==> src/rtl/regfile_pkg.sv <==
// rtl/regfile_pkg.sv - shared types and sizes for the register-file writeback arbiter
package regfile_pkg;

    localparam int DATA_W = 16;
    localparam int NREG   = 8;

    typedef logic [2:0] reg_idx_t;

    typedef struct packed {
        logic              valid;
        reg_idx_t          dr;
        logic [DATA_W-1:0] data;
    } wb_req_t;

    // Which writeback requester wins when both are valid
    typedef enum logic {
        PRIO_WB0 = 1'b0,
        PRIO_WB1 = 1'b1
    } prio_e;

endpackage

==> src/rtl/reg_scoreboard.sv <==
// rtl/reg_scoreboard.sv - pending-write scoreboard with issue gating and busy lookup
module reg_scoreboard
    import regfile_pkg::*;
(
    input  logic            clk_i,
    input  logic            rst_i,
    input  logic            issue_valid_i,
    input  reg_idx_t        issue_dr_i,
    output logic            issue_ready_o,
    input  logic            clr_valid_i,
    input  reg_idx_t        clr_dr_i,
    input  reg_idx_t        sr1_i,
    input  reg_idx_t        sr2_i,
    output logic            sr1_busy_o,
    output logic            sr2_busy_o,
    output logic [NREG-1:0] pending_o
);

    logic [NREG-1:0] pending_q;
    logic [NREG-1:0] pending_d;

    // A register already awaiting a write cannot be claimed again; nothing is accepted in reset
    assign issue_ready_o = ~pending_q[issue_dr_i] & ~rst_i;

    // Busy reads the flop directly, so an issue this cycle is only visible next cycle
    assign sr1_busy_o = pending_q[sr1_i];
    assign sr2_busy_o = pending_q[sr2_i];
    assign pending_o  = pending_q;

    // Clear on committed write first, then set on issue so a same-bit collision stays set
    always_comb begin
        pending_d = pending_q;
        if (clr_valid_i) begin
            pending_d[clr_dr_i] = 1'b0;
        end
        if (issue_valid_i && issue_ready_o) begin
            pending_d[issue_dr_i] = 1'b1;
        end
    end

    // Scoreboard state register
    always_ff @(posedge clk_i or posedge rst_i) begin
        if (rst_i) begin
            pending_q <= '0;
        end else begin
            pending_q <= pending_d;
        end
    end

endmodule

==> src/rtl/regfile_wb_arbiter.sv <==
// rtl/regfile_wb_arbiter.sv - round-robin arbiter for two writeback ports into the register file
module regfile_wb_arbiter
    import regfile_pkg::*;
(
    input  logic              Clk,
    input  logic              Reset,
    input  logic              Wb0_Valid,
    input  reg_idx_t          Wb0_DR,
    input  logic [DATA_W-1:0] Wb0_Data,
    output logic              Wb0_Ready,
    input  logic              Wb1_Valid,
    input  reg_idx_t          Wb1_DR,
    input  logic [DATA_W-1:0] Wb1_Data,
    output logic              Wb1_Ready,
    input  logic              Issue_Valid,
    input  reg_idx_t          Issue_DR,
    output logic              Issue_Ready,
    input  reg_idx_t          SR1,
    input  reg_idx_t          SR2,
    output logic              SR1_Busy,
    output logic              SR2_Busy,
    output logic              RF_Load,
    output reg_idx_t          RF_DR,
    output logic [DATA_W-1:0] RF_Data,
    output logic [NREG-1:0]   Pending
);

    wb_req_t req0;
    wb_req_t req1;
    wb_req_t wr_q;
    wb_req_t wr_d;
    prio_e   prio_q;
    prio_e   prio_d;
    logic    wb0_grant;
    logic    wb1_grant;

    assign req0 = '{valid: Wb0_Valid, dr: Wb0_DR, data: Wb0_Data};
    assign req1 = '{valid: Wb1_Valid, dr: Wb1_DR, data: Wb1_Data};

    // Grant decision, priority flip and next write-register contents
    always_comb begin
        wb0_grant = 1'b0;
        wb1_grant = 1'b0;
        prio_d    = prio_q;
        wr_d      = wr_q;
        wr_d.valid = 1'b0;
        if (!Reset) begin
            if (req0.valid && (!req1.valid || prio_q == PRIO_WB0)) begin
                wb0_grant = 1'b1;
            end else if (req1.valid) begin
                wb1_grant = 1'b1;
            end
        end
        if (wb0_grant) begin
            prio_d = PRIO_WB1;
            wr_d   = req0;
        end else if (wb1_grant) begin
            prio_d = PRIO_WB0;
            wr_d   = req1;
        end
    end

    // Priority pointer and registered register-file write port
    always_ff @(posedge Clk or posedge Reset) begin
        if (Reset) begin
            prio_q <= PRIO_WB0;
            wr_q   <= '0;
        end else begin
            prio_q <= prio_d;
            wr_q   <= wr_d;
        end
    end

    assign Wb0_Ready = wb0_grant;
    assign Wb1_Ready = wb1_grant;
    assign RF_Load   = wr_q.valid;
    assign RF_DR     = wr_q.dr;
    assign RF_Data   = wr_q.data;

    reg_scoreboard u_scoreboard (
        .clk_i         (Clk),
        .rst_i         (Reset),
        .issue_valid_i (Issue_Valid),
        .issue_dr_i    (Issue_DR),
        .issue_ready_o (Issue_Ready),
        .clr_valid_i   (wr_q.valid),
        .clr_dr_i      (wr_q.dr),
        .sr1_i         (SR1),
        .sr2_i         (SR2),
        .sr1_busy_o    (SR1_Busy),
        .sr2_busy_o    (SR2_Busy),
        .pending_o     (Pending)
    );

endmodule

==> config.mk <==
export PLATFORM = sky130hd
export DESIGN_NAME = regfile_wb_arbiter
export DESIGN_NICKNAME = d
export VERILOG_FILES = /design/src/rtl/regfile_pkg.sv /design/src/rtl/reg_scoreboard.sv /design/src/rtl/regfile_wb_arbiter.sv
export SDC_FILE = /design/constraint.sdc
export NUM_CORES = 1
export LEC_CHECK = 0
export BUFFER_PORTS_ARGS = -buffer_cell sky130_fd_sc_hd__buf_2
export CAP_MARGIN = 30
export CORE_MARGIN = 2
export CORE_UTILIZATION = 44
export DETAILED_ROUTE_END_ITERATION = 10
export PLACE_DENSITY_LB_ADDON = 0.25
export SYNTH_ARGS = -nofsm -noshare
export SYNTH_HDL_FRONTEND = slang
export SYNTH_SLANG_ARGS = --single-unit
==> constraint.sdc <==
create_clock -name Clk -period 1.47 [get_ports Clk]
set_input_delay 0.2205 -clock Clk [delete_from_list [all_inputs] [get_ports Clk]]
set_output_delay 0.2205 -clock Clk [all_outputs]
set_load 0.1 [all_outputs]
==> flow_summary.json, run 1 <==
{
  "ys_warn_count": 0,
  "htree_levels": 2,
  "ir_worst_vdd_mv": 0.872,
  "fp.dieH_um": 63.1,
  "end_kind": "output port",
  "dpl_cell_area_um2": 2300,
  "final_cell_area_um2": 2480,
  "p_int_w": 0.00253,
  "die-area_um2": 3980,
  "slew_headroom": 0.675,
  "clk_path_buf_depth": 2,
  "rr_worst_depth": 5,
  "die-width_um": 63.1,
  "gr-usage-all-layers": 0.256,
  "synthToLayoutAreaGrowth_pct": 61.4,
  "cap_violations": 0,
  "coreArea_um2": 3340,
  "period_share": 1.40,
  "netlist_instances": 132,
  "setup_violations": 6,
  "root_buffer": "clkbuf_4",
  "gp_congestion": 0.786,
  "worstMarginPinSlew_ns": 0.492,
  "cts.sinks": 29,
  "cp_max_fo": 3,
  "io_pins": 85,
  "grt_pass1_wl_um": 7670,
  "synth-edff-count": 0,
  "syn_avg_cell_area_um2": 11.6,
  "use_met2": 0.422,
  "switching_share": 0.527,
  "power_density_nw_per_um2": 2160,
  "cp_cell_sequence": "buf_6 -> mux2_4 -> a221oi_2 -> o211a_4 -> buf_12",
  "violations": "negative setup slack",
  "clock_latency_ns": 0.34,
  "port_buffers": 84,
  "worstSetupPathType": "register to output port",
  "hold-worst-slack_ns": 0.0515,
  "cp_slowest_stage_delay_ns": 0.50,
  "final_cell_mix": "buf_2, buf_4, and2_1, a221o_1, dfrtp_1",
  "comb_power_share": 0.673,
  "cpMaxStageDelayCell": "dfrtp_4",
  "status": "complete, but fails checks",
  "finalPower_w": 0.00535,
  "ys_seq_area_frac": 0.472,
  "vias": 1565,
  "first_pass_iters": 4,
  "min_path_type": "input port to async pin",
  "final_common_cell": "buf_2",
  "min_period_ns": 2.06,
  "met1_usage": 0.324,
  "grt_max_degree": 30,
  "post_drt_wl_per_cell_um": 16.4,
  "clockPowerShare": 0.097,
  "drive_gt1_frac": 0.589,
  "p_seq_frac": 0.230,
  "crit_family": "flip-flops",
  "max_freq_mhz": 486,
  "gr-total-overflow": 0,
  "antennaDiodeCount": 0,
  "worst-path-buf-inv": 2,
  "finalSetupTns_ns": -1.92,
  "via_per_inst": 5.45,
  "ys_ff_latch": 29,
  "rsz0062_at_grt": "true",
  "synth_nets": 184,
  "numCtsBuffers": 5,
  "grt_antenna_before_repair": 0,
  "synth_cell_type_count": 31,
  "antenna_left": 0,
  "num_rows": 21,
  "nets": 292,
  "syn_area_um2": 1540,
  "arrival_ns": 1.84,
  "busiest_layer": "met2",
  "ff2ff_setup_slack_ns": 0.09,
  "first_iter_violations": 68,
  "p_leak_nw": 1.20,
  "hold_buffers": 0,
  "p_sw_w": 0.00282,
  "utilization": 0.744,
  "ys_async_sr_fraction": 1.00,
  "startpoint_type": "register",
  "reg2reg_from": "prio_q",
  "r2r-end": "RF_DR[2]",
  "clk_pin_slew_worst_paths_ns": 0.10,
  "cp.required_ns": 1.25,
  "grt_pass1_vias": 1630,
  "hpwl_um": 3320,
  "wirelength_um": 4700,
  "cts_tree": "done",
  "hold_viol": 0,
  "start_util": 0.461,
  "slew_viol_final": 0,
  "fin_ws_ns": -0.587,
  "remaining_drc_errors": 0,
  "ys.flop_type": "dfrtp_1",
  "fin_skew_ns": 0.0101,
  "use_met3": 0.0500
}
logic make-up (layout without fill, tap and decap cells):
| logic type | count (synthesis) | in the layout | share of synthesized area |
|---|---|---|---|
| compound gates | 41 | 41 | 0.219 |
| buf+inv | 11 | 120 | 0.0448 |
| flops | 29 | 29 | 0.472 |
| mux | 8 | 8 | 0.0903 |
| simple gates | 43 | 43 | 0.174 |
sequential cells by signal (all words and copies together), names as in the netlist:
register                cells
prio_q                      1
u_scoreboard.pending_o      8
RF_DR                       3
RF_Data                    16
RF_Load                     1
worst register-to-register path: cells and delay by family, from the launching register on:
family | cells | cell delay [ns]
flip-flops | 1 | 0.35
buffers and inverters | 3 | 0.35
AO/OA/AOI/OAI | 2 | 0.56
how the worst max path moves through the flow:
stage                         startpoint          end  slack, ns  cells after the start
6_report       u_scoreboard.pending_o[3]  Issue_Ready      -0.59                      5
5_1_grt        u_scoreboard.pending_o[3]  Issue_Ready      -0.63                      5
4_1_cts        u_scoreboard.pending_o[3]  Issue_Ready      -0.57                      5
3_5_place_dp   u_scoreboard.pending_o[7]     SR1_Busy      -0.25                      3
3_3_place_gp   u_scoreboard.pending_o[1]     SR1_Busy      -0.23                      3
2_1_floorplan  u_scoreboard.pending_o[4]  Issue_Ready      -0.31                      3
power by group through the flow:
stage	Clock (W)	Sequential, W	Combinational [W]
2_1_floorplan	0	0.00271	0.000842
4_1_cts	0.000525	0.00123	0.00355
3_5_place_dp	0	0.00124	0.00335
6_report	0.000521	0.00123	0.00360
5_1_grt	0.000565	0.00126	0.00370
3_3_place_gp	0	0.00121	0.00330
final cells by class:
cell class	count	area, um2
fill	234	856
timing repair buffer	108	816
multi-input combinational	92	777
sequential	29	757
clock buffer	8	58.8
tap	46	57.6
inverter	4	15.0
per-stage QoR:
step | cells | setup WS (ns)
detailed placement | 273 | -0.253
floorplan | 132 | -0.312
finish | 287 | -0.587
CTS | 287 | -0.574
global placement | 273 | -0.226
global route | 287 | -0.631
what timing repair did:
action                     CTS  global route
pin swaps                    3             3
resized for setup           17             3
gates cloned                 2             0
setup endpoints to repair   10            17
setup buffers                5             2
layer usage:
metal	vias up	share of wire	wire length (um)
met5	-	0	0
met4	0	0.028	130
met3	13	0.063	297
met2	73	0.50	2350
met1	760	0.41	1920
li1	719	-	-
cells in the mapped netlist, types with 3 or more instances:
cell,n,area (um2)
a21oi_1,8,40.0
a221o_1,19,190
and2_1,19,119
buf_2,4,20.0
buf_6,3,33.8
dfrtp_1,29,726
mux4_2,4,90.1
nand2_1,5,18.8
nor2b_1,3,18.8
nor3b_1,4,30.0
o21ai_0,6,30.0
No activity file was read; power rests on OpenSTA's default activity.
==> run 2: changes to the inputs <==
--- a/config.mk
+++ b/config.mk
@@ -5,7 +5,7 @@
 export SDC_FILE = /design/constraint.sdc
 export NUM_CORES = 1
 export LEC_CHECK = 0
-export BUFFER_PORTS_ARGS = -buffer_cell sky130_fd_sc_hd__buf_2
+export BUFFER_PORTS_ARGS = -buffer_cell sky130_fd_sc_hd__buf_4
 export CAP_MARGIN = 30
 export CORE_MARGIN = 2
 export CORE_UTILIZATION = 44
==> flow_summary.json, run 2 (synthesized netlist as in run 1, its figures left out) <==
{
  "status": "complete, but fails checks",
  "violations": "negative setup slack",
  "drive_gt1_frac": 0.599,
  "die-area_um2": 3980,
  "dpl_cell_area_um2": 2380,
  "htree_levels": 2,
  "hpwl_um": 3630,
  "first_iter_violations": 76,
  "wirelength_um": 4760,
  "fin_skew_ns": 0.00903,
  "max_freq_mhz": 501,
  "port_buffers": 84,
  "setup_violations": 5,
  "ff2ff_setup_slack_ns": 0.05,
  "slew_headroom": 0.670,
  "grt_pass1_wl_um": 7900,
  "fp.dieH_um": 63.1,
  "min_path_type": "input port to async pin",
  "gp_congestion": 0.870,
  "cp.required_ns": 1.25,
  "p_leak_nw": 1.25,
  "end_kind": "output port",
  "first_pass_iters": 4,
  "ir_worst_vdd_mv": 0.990,
  "start_util": 0.461,
  "die-width_um": 63.1,
  "final_common_cell": "buf_4",
  "gr-usage-all-layers": 0.261,
  "clock_latency_ns": 0.34,
  "worstMarginPinSlew_ns": 0.494,
  "clk_path_buf_depth": 2,
  "coreArea_um2": 3340,
  "numCtsBuffers": 5,
  "arrival_ns": 1.77,
  "largest_reg_flops": 16,
  "hold_viol": 0,
  "min_period_ns": 2.00,
  "antenna_left": 0,
  "startpoint_type": "register",
  "hold_buffers": 0,
  "cp_max_fo": 4,
  "cts_tree": "done",
  "grt_max_degree": 30,
  "period_share": 1.36,
  "final_cell_area_um2": 2620,
  "cap_violations": 0,
  "io_pins": 85,
  "power_density_nw_per_um2": 2040,
  "cts.sinks": 29,
  "grt_pass1_vias": 1699,
  "synthToLayoutAreaGrowth_pct": 70.3,
  "num_rows": 21,
  "root_buffer": "clkbuf_4",
  "remaining_drc_errors": 0,
  "slew_viol_final": 0,
  "clk_pin_slew_worst_paths_ns": 0.10,
  "post_drt_wl_per_cell_um": 16.5,
  "worstSetupPathType": "register to output port",
  "vias": 1579,
  "via_per_inst": 5.48,
  "rsz0062_at_grt": "true",
  "nets": 293,
  "gr-total-overflow": 0,
  "final_cell_mix": "buf_4, and2_1, a221o_1",
  "grt_antenna_before_repair": 0,
  "pre_cts_ws_ns": -0.228,
  "antennaDiodeCount": 0,
  "fin_ws_ns": -0.525
}
-- run 2: critical path, stage by stage, from the launching register on --
cell,delay (ns)
dfrtp_4,0.49
mux2_4,0.28
a221oi_2,0.29
o211a_4,0.21
buf_12,0.16
-- run 2: what timing repair did --
item,CTS,global route
setup buffers,4,2
endpoints found under the hold margin,0,0
pin swaps,3,1
endpoints found under the setup margin,5,7
gates resized for setup,27,5
-- run 2: final cells by class --
| type | instances | area, um2 |
|---|---|---|
| repair buffers | 109 | 942 |
| multi-input cells | 92 | 777 |
| flip-flops and latches | 29 | 757 |
| fillers | 212 | 718 |
| clock buffers | 7 | 65.1 |
| well taps | 46 | 57.6 |
| inverters | 4 | 15.0 |
| clock inverters | 1 | 5.00 |
-- run 2: worst paths after layout --
kind	start	endpoint	cells past startpoint
max reg2reg	prio_q	RF_Data[0]	5
min in group Clk	Wb0_Data[14]	RF_Data[14]	2
max	u_scoreboard.pending_o[4]	Issue_Ready	4
min reg2reg	prio_q	prio_q	2
min	Reset	RF_Load	3
max in group asynchronous	Reset	u_scoreboard.pending_o[2]	3
-- run 2: metrics by stage --
stage                     setup TNS [ns]  cells  utilization  power [W]  hold WS, ns
final                              -1.58    288        0.785    0.00533       0.0268
after floorplan                   -0.855    132            -    0.00356        0.136
after CTS                          -1.62    287        0.778    0.00527       0.0284
after global routing               -1.85    288        0.785    0.00553       0.0467
after detailed placement          -0.628    275        0.715    0.00442        0.384
after global placement            -0.574    275        0.715    0.00435        0.365
-- run 2: power by group --
part,switching (W),internal (W),leakage (nW)
Clock,0.000289,0.000277,0.0413
Combinational,0.00231,0.00121,0.866
Sequential,0.000177,0.00107,0.341
Total,0.00278,0.00256,1.25
-- run 2: routing by layer --
metal | vias up | part of all wire | routed length, um | track usage
li1 | 721 | - | - | -
met1 | 769 | 0.36 | 1740 | 0.284
met2 | 73 | 0.54 | 2600 | 0.479
met3 | 16 | 0.058 | 276 | 0.0571
met4 | 0 | 0.032 | 152 | 0.122
met5 | - | 0 | 0 | 0
==> run 3: changes to the inputs <==
--- a/config.mk
+++ b/config.mk
@@ -10,6 +10,7 @@
 export CORE_MARGIN = 2
 export CORE_UTILIZATION = 44
 export DETAILED_ROUTE_END_ITERATION = 10
+export GPL_TIMING_DRIVEN = 0
 export PLACE_DENSITY_LB_ADDON = 0.25
 export SYNTH_ARGS = -nofsm -noshare
 export SYNTH_HDL_FRONTEND = slang
==> flow_summary.json, run 3 (synthesized netlist as in run 1, its figures left out) <==
{
  "grt_antenna_before_repair": 0,
  "wirelength_um": 4640,
  "first_iter_violations": 65,
  "r2r-end": "RF_Data[10]",
  "fin_skew_ns": 0.0115,
  "die-area_um2": 3980,
  "rr_worst_depth": 6,
  "dpl_cell_area_um2": 2270,
  "min_path_type": "input port to register",
  "clock_latency_ns": 0.33,
  "startpoint_type": "register",
  "ir_worst_vdd_mv": 0.948,
  "clk_pin_slew_worst_paths_ns": 0.10,
  "finalPower_w": 0.00494,
  "cp.required_ns": 1.25,
  "grt_pass1_wl_um": 7730,
  "p_leak_nw": 1.20,
  "whs_path_depth": 2,
  "startpoint": "u_scoreboard.pending_o[4]",
  "worstSetupPathType": "register to output port",
  "status": "complete, but fails checks",
  "drive_gt1_frac": 0.573,
  "antennaDiodeCount": 0,
  "pre_cts_ws_ns": -0.395,
  "setup_violations": 5,
  "gr-usage-all-layers": 0.255,
  "reg2reg_from": "prio_q",
  "ff2ff_setup_slack_ns": 0.03,
  "final_cell_mix": "buf_4, and2_1, a221o_1",
  "fp.dieH_um": 63.1,
  "switching_share": 0.554,
  "cp_max_fo": 6,
  "finalSetupTns_ns": -1.72,
  "clk_path_buf_depth": 2,
  "coreArea_um2": 3340,
  "hold-worst-slack_ns": 0.111,
  "hpwl_um": 3300,
  "slew_headroom": 0.722,
  "worstHoldEndpoint": "RF_DR[1]",
  "cts.sinks": 29,
  "via_per_inst": 5.46,
  "first_pass_iters": 5,
  "nets": 285,
  "arrival_ns": 1.79,
  "grt_max_degree": 30,
  "largest_reg_flops": 16,
  "antenna_left": 0,
  "fin_ws_ns": -0.545,
  "num_rows": 21,
  "p_seq_frac": 0.265,
  "p_int_w": 0.00220,
  "power_density_nw_per_um2": 1970,
  "period_share": 1.37,
  "cts_tree": "done",
  "grt_pass1_vias": 1570,
  "comb_power_share": 0.642,
  "rsz0062_at_grt": "true",
  "io_pins": 85,
  "hold_viol": 0,
  "max_freq_mhz": 496,
  "final_cell_area_um2": 2510,
  "die-width_um": 63.1,
  "clockPowerShare": 0.093,
  "vias": 1529,
  "cap_violations": 0,
  "htree_levels": 2,
  "min_period_ns": 2.02,
  "port_buffers": 83,
  "synthToLayoutAreaGrowth_pct": 63.5,
  "gr-total-overflow": 0,
  "p_sw_w": 0.00274,
  "violations": "negative setup slack",
  "slew_viol_final": 0,
  "root_buffer": "clkbuf_4",
  "gp_congestion": 0.897,
  "start_util": 0.461,
  "numCtsBuffers": 5,
  "worstHoldStart": "Wb0_DR[1]",
  "final_common_cell": "buf_4",
  "remaining_drc_errors": 0,
  "end_kind": "output port",
  "worstMarginPinSlew_ns": 0.416,
  "post_drt_wl_per_cell_um": 16.6
}
==> run 3: area by class of cell <==
cell class	count	area, um2
plain buffers	7	66.3
flip-flops and latches	29	757
inverters	4	17.5
multi-input cells	92	781
fillers	239	823
clock buffers	6	41.3
clock inverters	2	10.0
repair buffers	94	783
well taps	46	57.6
==> run 3: critical path: stages (launching register included) <==
cell and delay, ns:
dfrtp_4 0.52, mux2_4 0.30, a221oi_4 0.28, o211a_4 0.20, buf_12 0.17
==> run 3: through the flow <==
step | cells | util
detailed placement | 261 | 0.681
global placement | 261 | 0.681
finish | 280 | 0.753
CTS | 279 | 0.748
global route | 280 | 0.753
floorplan | 132 | -
==> run 3: how the worst max path moves through the flow <==
stage	slack (ns)	endpoint
finish	-0.55	Issue_Ready
global route	-0.61	Issue_Ready
CTS	-0.56	SR2_Busy
detailed placement	-0.40	Wb0_Ready
global placement	-0.37	Wb0_Ready
floorplan	-0.31	Issue_Ready
==> run 3: timing repair <==
action,in CTS,in global routing
setup buffers,8,1
endpoints found under the setup margin,5,6
hold endpoints to repair,29,0
resized for setup,21,1
hold buffers,2,0
pin swaps,2,6
==> run 3: power by group through the flow <==
stage	Combinational [W]	Clock [W]	Sequential, W
6_report	0.00317	0.000459	0.00131
5_1_grt	0.00328	0.000520	0.00135
4_1_cts	0.00315	0.000472	0.00130
3_5_place_dp	0.00290	0	0.00133
3_3_place_gp	0.00287	0	0.00131
2_1_floorplan	0.000842	0	0.00271
==> run 3: per-layer routing <==
| metal | up-vias | share of wire | global-route usage |
|---|---|---|---|
| met2 | 71 | 0.51 | 0.422 |
| met1 | 743 | 0.40 | 0.314 |
| met5 | - | 0 | 0 |
| li1 | 707 | - | - |
| met4 | 0 | 0.019 | 0.103 |
| met3 | 8 | 0.068 | 0.0696 |
